[src/rtl/ranging_pkg.sv]
// Shared definitions for the ultrasonic ranging sequencer: FSM state encoding,
// default timing constants and a small state helper.
package ranging_pkg;

    typedef enum logic [2:0] {
        IDLE      = 3'd0,
        TRIG      = 3'd1,
        WAIT_ECHO = 3'd2,
        MEASURE   = 3'd3,
        DONE      = 3'd4,
        HOLDOFF   = 3'd5
    } state_e;

    localparam int DEF_TICK_DIV      = 2941;
    localparam int DEF_TRIG_CYCLES   = 1000;
    localparam int DEF_PERIOD_CYCLES = 6_000_000;
    localparam int DEF_TIMEOUT_TICKS = 1200;
    localparam int DEF_CNT_W         = 12;

    function automatic logic state_is_busy(input state_e st);
        return (st != IDLE);
    endfunction

endpackage

[src/rtl/ranging_sequencer_tick_prescaler.sv]
// Free-running divider producing a one-cycle tick every TICK_DIV cycles;
// a clear restarts the count and suppresses a tick due in the same cycle.
module tick_prescaler #(
    parameter int TICK_DIV = 2941
) (
    input  logic clk,
    input  logic rst_n,
    input  logic clear,
    output logic tick
);

    localparam int CW = (TICK_DIV > 2) ? $clog2(TICK_DIV) : 1;
    localparam logic [CW-1:0] LAST = CW'(TICK_DIV - 1);
    localparam logic [CW-1:0] ONE  = CW'(1);

    logic [CW-1:0] cnt_q;
    logic [CW-1:0] cnt_d;

    // Next count: clear has priority over the natural wrap
    always_comb begin
        cnt_d = cnt_q;
        if (clear) begin
            cnt_d = '0;
        end else if (cnt_q == LAST) begin
            cnt_d = '0;
        end else begin
            cnt_d = cnt_q + ONE;
        end
        tick = (cnt_q == LAST) && !clear;
    end

    // Count register
    always_ff @(posedge clk) begin
        if (!rst_n) begin
            cnt_q <= '0;
        end else begin
            cnt_q <= cnt_d;
        end
    end

endmodule

[src/rtl/ranging_sequencer.sv]
// One-at-a-time ultrasonic ranging: pulses the trigger, times the echo-high width
// in measurement ticks and reports half of it as the distance in cm.
module ranging_sequencer
    import ranging_pkg::*;
#(
    parameter int TICK_DIV      = DEF_TICK_DIV,
    parameter int TRIG_CYCLES   = DEF_TRIG_CYCLES,
    parameter int PERIOD_CYCLES = DEF_PERIOD_CYCLES,
    parameter int TIMEOUT_TICKS = DEF_TIMEOUT_TICKS,
    parameter int CNT_W         = DEF_CNT_W
) (
    input  logic             system_clk,
    input  logic             reset,
    input  logic             run_en,
    input  logic             cathode,
    output logic             stimulus,
    output logic [CNT_W-1:0] distance_cm,
    output logic             meas_valid,
    output logic             timeout,
    output logic             busy
);

    // Longest possible cycle: trigger, full wait, full measure, plus slack.
    localparam int PER_MAX = PERIOD_CYCLES + TRIG_CYCLES + 2 * TIMEOUT_TICKS * TICK_DIV + 4;
    localparam int PER_W   = $clog2(PER_MAX);

    localparam logic [PER_W-1:0] TRIG_LAST   = PER_W'(TRIG_CYCLES - 1);
    localparam logic [PER_W-1:0] PERIOD_LAST = PER_W'(PERIOD_CYCLES - 1);
    localparam logic [PER_W-1:0] PER_ONE     = PER_W'(1);
    localparam logic [CNT_W-1:0] TIMEOUT_C   = CNT_W'(TIMEOUT_TICKS);
    localparam logic [CNT_W-1:0] CNT_ONE     = CNT_W'(1);

    state_e             state_q;
    state_e             state_d;
    logic [PER_W-1:0]   period_q;
    logic [PER_W-1:0]   period_d;
    logic [CNT_W-1:0]   tick_cnt_q;
    logic [CNT_W-1:0]   tick_cnt_d;
    logic [CNT_W-1:0]   tick_next;
    logic               aborted_q;
    logic               aborted_d;
    logic [2:0]         echo_pipe_q;
    logic [2:0]         echo_pipe_d;
    logic               stimulus_q;
    logic               stimulus_d;
    logic [CNT_W-1:0]   distance_q;
    logic [CNT_W-1:0]   distance_d;
    logic               meas_valid_q;
    logic               meas_valid_d;
    logic               timeout_q;
    logic               timeout_d;
    logic               busy_q;
    logic               busy_d;

    logic               presc_clear;
    logic               tick;
    logic               rise;
    logic               fall;

    tick_prescaler #(
        .TICK_DIV (TICK_DIV)
    ) u_prescaler (
        .clk   (system_clk),
        .rst_n (reset),
        .clear (presc_clear),
        .tick  (tick)
    );

    // Bits [1:0] synchronise the echo; bit 2 is the delayed copy for edge detection
    always_comb begin
        echo_pipe_d = {echo_pipe_q[1:0], cathode};
        rise        = echo_pipe_q[1] & ~echo_pipe_q[2];
        fall        = ~echo_pipe_q[1] & echo_pipe_q[2];
    end

    // Next-state, counter and output computation
    always_comb begin
        state_d     = state_q;
        period_d    = period_q;
        tick_cnt_d  = tick_cnt_q;
        aborted_d   = aborted_q;
        presc_clear = 1'b0;
        tick_next   = (tick_cnt_q == '1) ? tick_cnt_q : tick_cnt_q + CNT_ONE;

        case (state_q)
            IDLE: begin
                if (run_en) begin
                    state_d = TRIG;
                end else begin
                    state_d = IDLE;
                end
            end
            TRIG: begin
                if (period_q == TRIG_LAST) begin
                    state_d     = WAIT_ECHO;
                    presc_clear = 1'b1;
                    tick_cnt_d  = '0;
                end else begin
                    state_d = TRIG;
                end
            end
            WAIT_ECHO: begin
                if (rise) begin
                    state_d     = MEASURE;
                    presc_clear = 1'b1;
                    tick_cnt_d  = '0;
                end else if (tick) begin
                    tick_cnt_d = tick_next;
                    if (tick_next >= TIMEOUT_C) begin
                        state_d   = DONE;
                        aborted_d = 1'b1;
                    end else begin
                        state_d = WAIT_ECHO;
                    end
                end else begin
                    state_d = WAIT_ECHO;
                end
            end
            MEASURE: begin
                // A tick coinciding with the fall is still counted
                if (tick) begin
                    tick_cnt_d = tick_next;
                end else begin
                    tick_cnt_d = tick_cnt_q;
                end
                if (fall) begin
                    state_d   = DONE;
                    aborted_d = 1'b0;
                end else if (tick && (tick_next >= TIMEOUT_C)) begin
                    state_d   = DONE;
                    aborted_d = 1'b1;
                end else begin
                    state_d = MEASURE;
                end
            end
            DONE: begin
                state_d = HOLDOFF;
            end
            HOLDOFF: begin
                if (period_q >= PERIOD_LAST) begin
                    if (run_en) begin
                        state_d = TRIG;
                    end else begin
                        state_d = IDLE;
                    end
                end else begin
                    state_d = HOLDOFF;
                end
            end
            default: begin
                state_d = IDLE;
            end
        endcase

        if ((state_d == TRIG) && (state_q != TRIG)) begin
            period_d = '0;
        end else if ((state_q != IDLE) && (period_q != '1)) begin
            period_d = period_q + PER_ONE;
        end else begin
            period_d = period_q;
        end

        stimulus_d   = (state_q == TRIG);
        busy_d       = state_is_busy(state_d);
        meas_valid_d = (state_q == DONE);
        if (state_q == DONE) begin
            timeout_d = aborted_q;
            if (aborted_q) begin
                distance_d = distance_q;
            end else begin
                distance_d = tick_cnt_q >> 1;
            end
        end else begin
            timeout_d  = timeout_q;
            distance_d = distance_q;
        end
    end

    // State, counters, echo pipeline and registered outputs
    always_ff @(posedge system_clk) begin
        if (!reset) begin
            state_q      <= IDLE;
            period_q     <= '0;
            tick_cnt_q   <= '0;
            aborted_q    <= 1'b0;
            echo_pipe_q  <= 3'b000;
            stimulus_q   <= 1'b0;
            distance_q   <= '0;
            meas_valid_q <= 1'b0;
            timeout_q    <= 1'b0;
            busy_q       <= 1'b0;
        end else begin
            state_q      <= state_d;
            period_q     <= period_d;
            tick_cnt_q   <= tick_cnt_d;
            aborted_q    <= aborted_d;
            echo_pipe_q  <= echo_pipe_d;
            stimulus_q   <= stimulus_d;
            distance_q   <= distance_d;
            meas_valid_q <= meas_valid_d;
            timeout_q    <= timeout_d;
            busy_q       <= busy_d;
        end
    end

    assign stimulus    = stimulus_q;
    assign distance_cm = distance_q;
    assign meas_valid  = meas_valid_q;
    assign timeout     = timeout_q;
    assign busy        = busy_q;

endmodule

[config.mk]
export PLATFORM = sky130hd
export DESIGN_NAME = ranging_sequencer
export DESIGN_NICKNAME = d
export VERILOG_FILES = /design/src/rtl/ranging_pkg.sv /design/src/rtl/ranging_sequencer_tick_prescaler.sv /design/src/rtl/ranging_sequencer.sv
export SDC_FILE = /design/constraint.sdc
export NUM_CORES = 1
export LEC_CHECK = 0
export ABC_AREA = 1
export CAP_MARGIN = 20
export CORE_MARGIN = 5
export CORE_UTILIZATION = 55
export CTS_CLUSTER_DIAMETER = 40
export CTS_CLUSTER_SIZE = 28
export DETAILED_ROUTE_END_ITERATION = 6
export GPL_TIMING_DRIVEN = 0
export PLACE_DENSITY = 0.75
export SKIP_LAST_GASP = 1
export SYNTH_ARGS = -nofsm -noshare
export SYNTH_HDL_FRONTEND = slang
export SYNTH_SLANG_ARGS = --single-unit
[constraint.sdc]
create_clock -name system_clk -period 2.57 [get_ports system_clk]
set_input_delay 0.6425 -clock system_clk [delete_from_list [all_inputs] [get_ports system_clk]]
set_output_delay 0.6425 -clock system_clk [all_outputs]
set_load 0.02 [all_outputs]
==> run_results.csv, run 1 <==
group,metric,value,unit
status,status,"finished clean",
sta,worst_pin_slew,0.532,ns
global_route,grt_busiest_layer,"met2",
global_route,grt_antenna_before_repair,0,
sta,fmax,421,MHz
floorplan,pin_count,20,
cts,clock_sinks,70,
global_route,grt_max_degree,14,
setup_path,crit_type,"register to register",
synthesis,netlist_area,3770,sq um
synthesis,post-synth-top-count-cell,"nand2_1",
sta,rsz0062_at_grt,"false",
power,p_per_area,515,nW/um^2
routing,antenna_left,0,
setup_path,max_stage_delay,0.40,ns
sta,finalCritPeriodShare,92.5,%
setup_path,cpMostUsedCell,"nand2_2",
routing,vias,3264,
synthesis,synth_cell_types,39,
synthesis,ys.flop_type,"dfxtp_1",
routing,drcViolationCount,0,
sta,setup_viol,0,
hold_path,hold_class,"register to register",
setup_path,end_kind,"register",
routing,viasPerCell,5.22,
cts,clockRootBuffer,"clkbuf_8",
routing,drt_iter0_drc,228,
synthesis,yosysSeqAreaShare,37.1,%
floorplan,dieHeight,92.8,um
synthesis,synth.area.top_cells,"dfxtp_1 37%, nand2_1 8.6%, inv_1 7.7%",
global_route,grt_pass1_vias,3083,
setup_path,cp_slowest_cell,"dfxtp_1",
setup_path,crit_chain,"ha_1, nand2_2, nor2_4, nand2_2, clkinv_1, nand2_1, nand2_1, nand3_2, a21oi_1, nand2_1, nand2_2, nand2_2, nand2_4, nand4_4, nand2_4, buf_12, nor2_4",
synthesis,ys_ff_latch,70,
cts,hold_buffers,0,
finish,nNetsFinal,548,
finish,fillers,598,
power,leakage,1.67,nW
cts,clk_latency,0.35,ns
global_route,overflow,0,
synthesis,ys_warn_count,0,
global_route,use_met2,30.8,%
power,pwr-share-seq,50.0,%
routing,dr.pass1.iters,5,
floorplan,die_w,92.8,um
setup_path,crit_buf_inv,2,
power,switchingPower,0.000517,W
floorplan,dieArea,8620,sq um
setup_path,cp.arrival,2.61,ns
run,cap_violations,0,
finish,num_antenna_cells,0,
floorplan,core_area,6720,sq um
finish,finalNonFillerCells,625,
power,p_sw_share,23.5,%
floorplan,start_util,56.2,%
setup_path,crit_fanout,10,
cts,cts_buffer_depth,2,
power,intPower,0.00169,W
place,finalWeightedCongestion,0.935,
synthesis,yosys.area.top_type_share,37.1,%
cts,clk_pin_slew_worst_paths,0.08,ns
setup_path,worstPathRequired,2.80,ns
synthesis,async_flop_share,0,%
global_route,grt_pass1_wl,13600,um
routing,wl_per_cell,12.8,um
cts,cts_htree_levels,3,
sta,final.setup.tns,0,ns
place,placed_cells,609,
cts,cts_buffers,9,
place,io_buffers,17,
power,power.share.clock,44.8,%
global_route,grt.total_usage,19.8,%
synthesis,synth_edf_count,0,
synthesis,synth_nets,520,
global_route,grtUsageMet3,3.74,%
power,combPwrFrac,5.2,%
setup_path,critPathTopFamily,"simple AND/OR/NAND/NOR gates",
sta,hold_viol,0,
floorplan,rows,30,
synthesis,yosys.area.top_type,"dfxtp_1",
routing,wl,7990,um
place,dpl.hpwl,5880,um
cts,cts_tree,"yes",
finish,drive_gt1_share,14.3,%
sta,fin_skew,0.0111,ns
synthesis,syn_avg_cell_area,7.37,sq um
power,ir_drop,324,uV
synthesis,netlist_top_cells_count,"86 x nand2_1, 77 x inv_1, 70 x dfxtp_1",
finish,area_growth,13.3,%
sta,slew_violations,0,
sta,relSlewSlack,64.5,%
sta,fin_crit,2.38,ns
synthesis,syn-instance-count,512,
setup_path,startpoint_type,"register",
global_route,use_met1,26.2,%
-- state kept, by name, indices dropped and copies added (netlist names) --
| name | count |
|---|---|
| tick_cnt_q | 12 |
| timeout | 1 |
| stimulus | 1 |
| distance_cm | 11 |
| period_q | 24 |
| busy | 1 |
| echo_pipe_q | 3 |
| aborted_q | 1 |
| u_prescaler.cnt_q | 12 |
| meas_valid | 1 |
| state_q | 3 |
-- repair_timing --
| item | 4_1_cts | 5_1_grt |
|---|---|---|
| endpoints found under the setup margin | 0 | 4 |
| resized for setup | 0 | 2 |
| setup buffers | 0 | 0 |
-- power groups by stage --
stage | logic, W | registers (W) | clock network (W)
detailed placement | 0.000115 | 0.00113 | 0
floorplan | 0.0000874 | 0.00113 | 0
CTS | 0.000116 | 0.00110 | 0.00101
finish | 0.000114 | 0.00110 | 0.000986
global route | 0.000126 | 0.00110 | 0.00107
global placement | 0.000112 | 0.00113 | 0
-- cell usage in the layout, fill, tap and decap left out, types with 13 or more instances in the layout --
cell type / n
a21oi_1: 26
xor2_1: 23
nand2_1: 86
inv_1: 77
nand3_1: 27
nor2_1: 62
nor2_4: 24
o21ai_0: 22
nand4_1: 13
clkdlybuf4s50_1: 17
dfxtp_1: 70
-- metal layers --
metal	wire length, um	vias to the layer above
li1	-	1678
met1	3800	1491
met2	3630	85
met3	412	10
met4	152	0
met5	0	-
-- path summary, 6_finish.rpt --
kind,from,endpoint,slack (ns),cells after the start
setup / recovery,tick_cnt_q[1],period_q[21],0.19,17
hold / removal,echo_pipe_q[0],echo_pipe_q[1],0.42,2
setup reg to reg,tick_cnt_q[1],period_q[21],0.19,17
hold reg to reg,echo_pipe_q[0],echo_pipe_q[1],0.42,2
-- final cells by class --
type                       instances  area (sq um)  area share, %
timing repair buffer              17           170           3.98
buffer                             8          70.1           1.64
clock inverter                     7          97.6           2.28
tap                               80           100           2.34
inverter                          81           304           7.11
clock buffer                       9           124           2.90
sequential                        70          1400           32.8
multi-input combinational        353          2010           47.0
-- worst min-delay path, stage by stage, from the launching register on --
cell     delay, ns
dfxtp_1       0.31
nand2_1       0.05
inv_1         0.04
-- cell families after synthesis --
logic type               synth area share (%)
AO/OA/AOI/OAI                            8.92
adder cells (fa/ha/maj)                  1.33
flip-flops                               37.1
XOR/XNOR                                 6.03
multiplexers                            0.265
AND/OR/NAND/NOR                          36.3
other                                  0.0993
buffers and inverters                    9.91
-- per-stage QoR --
| stage | total power [W] | setup WS, ns | cell area [sq um] | util [%] | hold slack (ns) |
|---|---|---|---|---|---|
| 6_report | 0.00220 | 0.192 | 4280 | 63.6 | 0.418 |
| 5_1_grt | 0.00230 | 0.00841 | 4280 | 63.6 | 0.445 |
| 4_1_cts | 0.00222 | 0.194 | 4270 | 63.5 | 0.420 |
| 3_5_place_dp | 0.00124 | 0.229 | 4050 | 60.2 | 0.404 |
| 3_3_place_gp | 0.00124 | 0.257 | 4050 | 60.2 | 0.399 |
| 2_1_floorplan | 0.00122 | 0.550 | 3770 | - | 0.390 |
(Power assumes the default switching activity.)
==> inputs of run 2 (changes only) <==
--- a/config.mk
+++ b/config.mk
@@ -10,7 +10,6 @@
 export CORE_MARGIN = 5
 export CORE_UTILIZATION = 55
 export CTS_CLUSTER_DIAMETER = 40
-export CTS_CLUSTER_SIZE = 28
 export DETAILED_ROUTE_END_ITERATION = 6
 export GPL_TIMING_DRIVEN = 0
 export PLACE_DENSITY = 0.75
==> results of run 2 <==
Final layout, timing and power as in run 1 (identical DEF).
